`src/rtl/operand_sel_stage_pkg.sv`:
```
// Shared types and constants for the operand select stage.
package operand_sel_stage_pkg;

    typedef enum logic [1:0] {
        EMPTY = 2'd0,
        ONE   = 2'd1,
        TWO   = 2'd2
    } skid_state_e;

    localparam logic [7:0] BAD_CNT_MAX = 8'd255;

    function automatic int sel_width(input int n);
        return (n > 2) ? $clog2(n) : 1;
    endfunction

endpackage

```
`src/rtl/operand_sel_stage_comb.sv`:
```
// Flat-bus operand multiplexer; an out-of-range select yields operand 0.
module operand_sel_comb
    import operand_sel_stage_pkg::*;
#(
    parameter  int DATA_W = 8,
    parameter  int NUM_IN = 4,
    localparam int SEL_W  = sel_width(NUM_IN)
) (
    input  logic [SEL_W-1:0]         sel,
    input  logic [NUM_IN*DATA_W-1:0] in_data,
    output logic [DATA_W-1:0]        sel_data
);

    always_comb begin
        sel_data = in_data[0 +: DATA_W];
        for (int k = 1; k < NUM_IN; k++) begin
            if (sel == SEL_W'(k)) begin
                sel_data = in_data[k*DATA_W +: DATA_W];
            end
        end
    end

endmodule

```
`src/rtl/operand_sel_stage.sv`:
```
// Operand select stage: mux in front of a 2-entry skid buffer with bad-select tracking.
//   state | meaning
//   EMPTY | no entry held, out_valid low
//   ONE   | output register holds an entry
//   TWO   | output register and skid entry both full, input stalled
module operand_sel_stage
    import operand_sel_stage_pkg::*;
#(
    parameter  int DATA_W = 8,
    parameter  int NUM_IN = 4,
    localparam int SEL_W  = sel_width(NUM_IN)
) (
    input  logic                     clk,
    input  logic                     rst,
    input  logic                     flush,
    input  logic                     in_valid,
    output logic                     in_ready,
    input  logic [SEL_W-1:0]         sel,
    input  logic [NUM_IN*DATA_W-1:0] in_data,
    output logic                     out_valid,
    input  logic                     out_ready,
    output logic [DATA_W-1:0]        out_data,
    output logic [SEL_W-1:0]         out_sel,
    output logic                     bad_sel,
    output logic [7:0]               bad_sel_cnt
);

    localparam logic [SEL_W:0] NUM_IN_W = (SEL_W+1)'(NUM_IN);

    skid_state_e       state_q, state_d;
    logic [DATA_W-1:0] out_data_q, out_data_d;
    logic [SEL_W-1:0]  out_sel_q, out_sel_d;
    logic [DATA_W-1:0] skid_data_q, skid_data_d;
    logic [SEL_W-1:0]  skid_sel_q, skid_sel_d;
    logic              in_ready_q, in_ready_d;
    logic              bad_sel_q, bad_sel_d;
    logic [7:0]        bad_cnt_q, bad_cnt_d;

    logic [DATA_W-1:0] sel_data;
    logic              in_xfer;
    logic              out_xfer;
    logic              sel_oob;

    operand_sel_comb #(
        .DATA_W (DATA_W),
        .NUM_IN (NUM_IN)
    ) u_sel (
        .sel      (sel),
        .in_data  (in_data),
        .sel_data (sel_data)
    );

    assign out_valid   = (state_q != EMPTY);
    assign in_ready    = in_ready_q;
    assign out_data    = out_data_q;
    assign out_sel     = out_sel_q;
    assign bad_sel     = bad_sel_q;
    assign bad_sel_cnt = bad_cnt_q;

    assign in_xfer  = in_valid && in_ready_q;
    assign out_xfer = out_valid && out_ready;
    assign sel_oob  = ({1'b0, sel} >= NUM_IN_W);

    always_comb begin
        state_d     = state_q;
        out_data_d  = out_data_q;
        out_sel_d   = out_sel_q;
        skid_data_d = skid_data_q;
        skid_sel_d  = skid_sel_q;
        bad_sel_d   = bad_sel_q;
        bad_cnt_d   = bad_cnt_q;

        if (flush) begin
            state_d = EMPTY;
        end else begin
            case (state_q)
                EMPTY: begin
                    if (in_xfer) begin
                        out_data_d = sel_data;
                        out_sel_d  = sel;
                        state_d    = ONE;
                    end
                end
                ONE: begin
                    if (in_xfer && !out_xfer) begin
                        skid_data_d = sel_data;
                        skid_sel_d  = sel;
                        state_d     = TWO;
                    end else if (!in_xfer && out_xfer) begin
                        state_d = EMPTY;
                    end else if (in_xfer && out_xfer) begin
                        out_data_d = sel_data;
                        out_sel_d  = sel;
                    end
                end
                TWO: begin
                    // in_ready is low here, so only the drain path exists
                    if (out_xfer) begin
                        out_data_d = skid_data_q;
                        out_sel_d  = skid_sel_q;
                        state_d    = ONE;
                    end
                end
                default: state_d = EMPTY;
            endcase

            if (in_xfer && sel_oob) begin
                bad_sel_d = 1'b1;
                if (bad_cnt_q != BAD_CNT_MAX) begin
                    bad_cnt_d = bad_cnt_q + 8'd1;
                end
            end
        end

        in_ready_d = (state_d != TWO);
    end

    always_ff @(posedge clk or posedge rst) begin
        if (rst) begin
            state_q     <= EMPTY;
            out_data_q  <= '0;
            out_sel_q   <= '0;
            skid_data_q <= '0;
            skid_sel_q  <= '0;
            in_ready_q  <= 1'b0;
            bad_sel_q   <= 1'b0;
            bad_cnt_q   <= 8'd0;
        end else begin
            state_q     <= state_d;
            out_data_q  <= out_data_d;
            out_sel_q   <= out_sel_d;
            skid_data_q <= skid_data_d;
            skid_sel_q  <= skid_sel_d;
            in_ready_q  <= in_ready_d;
            bad_sel_q   <= bad_sel_d;
            bad_cnt_q   <= bad_cnt_d;
        end
    end

endmodule
```
`config.mk`:
```
export PLATFORM = sky130hd
export DESIGN_NAME = operand_sel_stage
export DESIGN_NICKNAME = d
export VERILOG_FILES = /design/src/rtl/operand_sel_stage_pkg.sv /design/src/rtl/operand_sel_stage_comb.sv /design/src/rtl/operand_sel_stage.sv
export SDC_FILE = /design/constraint.sdc
export NUM_CORES = 1
export LEC_CHECK = 0
export ABC_AREA = 1
export BUFFER_PORTS_ARGS = -buffer_cell sky130_fd_sc_hd__buf_2
export CAP_MARGIN = 0
export CELL_PAD_IN_SITES_DETAIL_PLACEMENT = 0
export CELL_PAD_IN_SITES_GLOBAL_PLACEMENT = 1
export CORE_MARGIN = 2
export CORE_UTILIZATION = 36
export CTS_BUF_LIST = sky130_fd_sc_hd__clkbuf_4 sky130_fd_sc_hd__clkbuf_8
export CTS_CLUSTER_DIAMETER = 60
export DETAILED_ROUTE_END_ITERATION = 6
export PLACE_DENSITY = 0.84
export SLEW_MARGIN = 20
export SYNTH_ARGS = -nofsm -noshare
export SYNTH_HDL_FRONTEND = slang
export SYNTH_SLANG_ARGS = --single-unit
```
`constraint.sdc`:
```
create_clock -name clk -period 2.4 [get_ports clk]
set_input_delay 0.12 -clock clk [delete_from_list [all_inputs] [get_ports clk]]
set_output_delay 0.12 -clock clk [all_outputs]
set_load 0.1 [all_outputs]
```
==> metrics.cfg <==
[worst_setup_path]
cp_max_fo=13
r2r-start=state_q[1]$_DFF_PP0_
critical_path_class=reg2reg
slowest_stage=dfrtp_1
required_ns=2.61
timing.rr.end=skid_data_q[6]$_DFFE_PP0P_
slowest_delay_ns=0.45
crit_top_cell=nand2_1
end_kind=flip-flop
start_kind=flip-flop
reg2reg_depth=5
crit_path_cell_trace=nor2_1, nand4_1, inv_1, nand2_1, nand2_1
r2r_slack_ns=0.77
worstPathArrival_ns=1.84

[floorplan]
dieArea_um2=4490
start_util=0.381
die_w_um=67.0
ios=60
die_y_um=67.0
num_rows=22
core_um2=3740

[place]
port_buffers=50
globalplace.congestion=0.757
place_area_um2=1660
dp_hpwl_um=2350

[clock_tree]
cts_sinks=23
cts_tree=yes
clock_path_buffers=2
numCtsBuffers=3
cts_resized=0
insertion_delay_ns=0.26
h-tree-depth=1
clk_pin_slew_ns=0.08
root_buffer=clkbuf_8
cts_hold_buf=0
post_cts_buffers=0

[run_status]
outcome=completed

[routing]
wl_per_cell_um=9.81
ant_nets=0
vias_per_cell=4.30
remaining_drc_errors=0
dr.pass1.iters=4
routed_wirelength_um=3040
vias=1334
drt_iter0_drc=38

[global_route]
grt_start_max_net_pins=24
grt.overflow.total=0
grt_pass1_wl_um=5070
grt_use_total=0.147
antenna_found_initial=0
grt_pass1_vias=1160

[logic_synthesis]
synth_fa_ha_area_frac=0
synth-main-ff-cell=dfrtp_1
synth_area_um2=1430
synth-async-reset-ratio=1.00
ys_ff_latch=23
yosysWarningCount=0
synth_edf_count=0
synthSimpleGateAreaFrac=0.410
synth_top_area_frac=0.403
yosys-top-cells-area=dfrtp_1 (40%), nand2_1 (26%), nand3_1 (6.0%)
synth_most_common_cell=nand2_1
synth_cells=215
yosysSeqAreaShare=0.403
synth_compound_area_frac=0.0613
synth_top_family_by_area=simple AND/OR/NAND/NOR gates
synthXorXnorAreaFrac=0
synth_mux_area_frac=0
yosysUniqueCellTypes=19
synth_area_per_cell_um2=6.64
synth_common_cells=nand2_1 (97), dfrtp_1 (23), nand3_1 (17), nor2_1 (17), inv_1 (14)
synth_top_cell_by_area=dfrtp_1

[sta]
tightest_slew_ns=0.845
hold_ws_ns=0.00990
maxSlewHeadroom=0.436
fin_crit_sh=0.679
report.final.hold_viol_count=0
fmax_ghz=0.614
clock_skew_ns=0.00570
setup_tns_ns=0
rsz0062_at_grt=false
slew_violations=0
period_minus_slack_ns=1.63
setup_viol_count_final=0

[layout]
num-fill-cells=419
drive_gt1_frac=0.237
num_antenna_cells=0
fin_util=0.456
syn_to_final_growth_pct=19.5
stdcell_area_um2=1710
nets=302

[power_and_ir_drop]
power_density_nw_per_um2=797
power_mw=1.36
p_leak_nw=1.04
peakVddDrop_v=0.000238

[run]
cap_viol_max_count=0

[worst_hold_path]
hold_path.class=in2async

## kinds of logic after synthesis
group / after synthesis
other cells: 1
compound gates: 17
simple gates: 142
flops: 23
buf+inv: 32
## state kept, by name, summed over array words and instances (netlist names)
register,flops
skid_sel_q,2
in_ready,1
out_data,8
skid_data_q,8
out_sel,2
state_q,2
## metrics by stage
stage          cells  worst slack, ns
2_1_floorplan    223            0.651
3_5_place_dp     306            0.773
5_1_grt          310            0.585
6_report         310            0.770
3_3_place_gp     306            0.851
4_1_cts          310            0.751
## how the worst max path moves through the flow
stage / from / to / slack [ns] / depth (start not counted)
after floorplan: in_ready$_DFF_PP0_ / out_sel[0]$_DFFE_PP0P_ / 0.65 / 8
after global placement: state_q[1]$_DFF_PP0_ / skid_data_q[3]$_DFFE_PP0P_ / 0.85 / 5
after detailed placement: state_q[1]$_DFF_PP0_ / skid_data_q[6]$_DFFE_PP0P_ / 0.77 / 5
after CTS: state_q[1]$_DFF_PP0_ / skid_data_q[6]$_DFFE_PP0P_ / 0.75 / 5
after global routing: state_q[0]$_DFF_PP0_ / skid_data_q[3]$_DFFE_PP0P_ / 0.58 / 6
final: state_q[1]$_DFF_PP0_ / skid_data_q[6]$_DFFE_PP0P_ / 0.77 / 5
## layer usage
metal / track usage / wire (um)
met1: 0.224 / 1660
met3: 0.0203 / 240
met5: 0 / 0
met4: 0.0612 / 44
met2: 0.205 / 1090
## final cells by class
class,count,area [um2],share of cell area
clock buffer,3,41.3,0.0242
clock inverter,1,5.00,0.00293
inverter,16,60.1,0.0352
multi-input combinational,168,707,0.414
sequential,23,576,0.337
tap,48,60.1,0.0352
timing repair buffer,51,258,0.151
## cell usage in the layout (no fill, tap or decap), drive strengths merged
master | netlist | routed
nand3 | 17 | 17
dfrtp | 23 | 23
nand4 | 1 | 1
a21oi | 2 | 2
conb | 1 | 9
nor2 | 20 | 20
nand2 | 99 | 99
inv | 16 | 16
buf | 16 | 51
nand3b | 4 | 4
clkinv | 0 | 1
clkbuf | 0 | 3
o21ai | 14 | 14
nor3 | 1 | 1
a211oi | 1 | 1
## report_power, final
part / internal, mW / switching, mW
logic: 0.113 / 0.493
clock network: 0.116 / 0.123
registers: 0.472 / 0.0444
## critical path: cells and delay by family, from the launching register on
family,cells,cell delay [ns]
buffers and inverters,1,0.37
DFF,1,0.45
and+or+nand+nor,4,0.76
(Power assumes the default switching activity.)
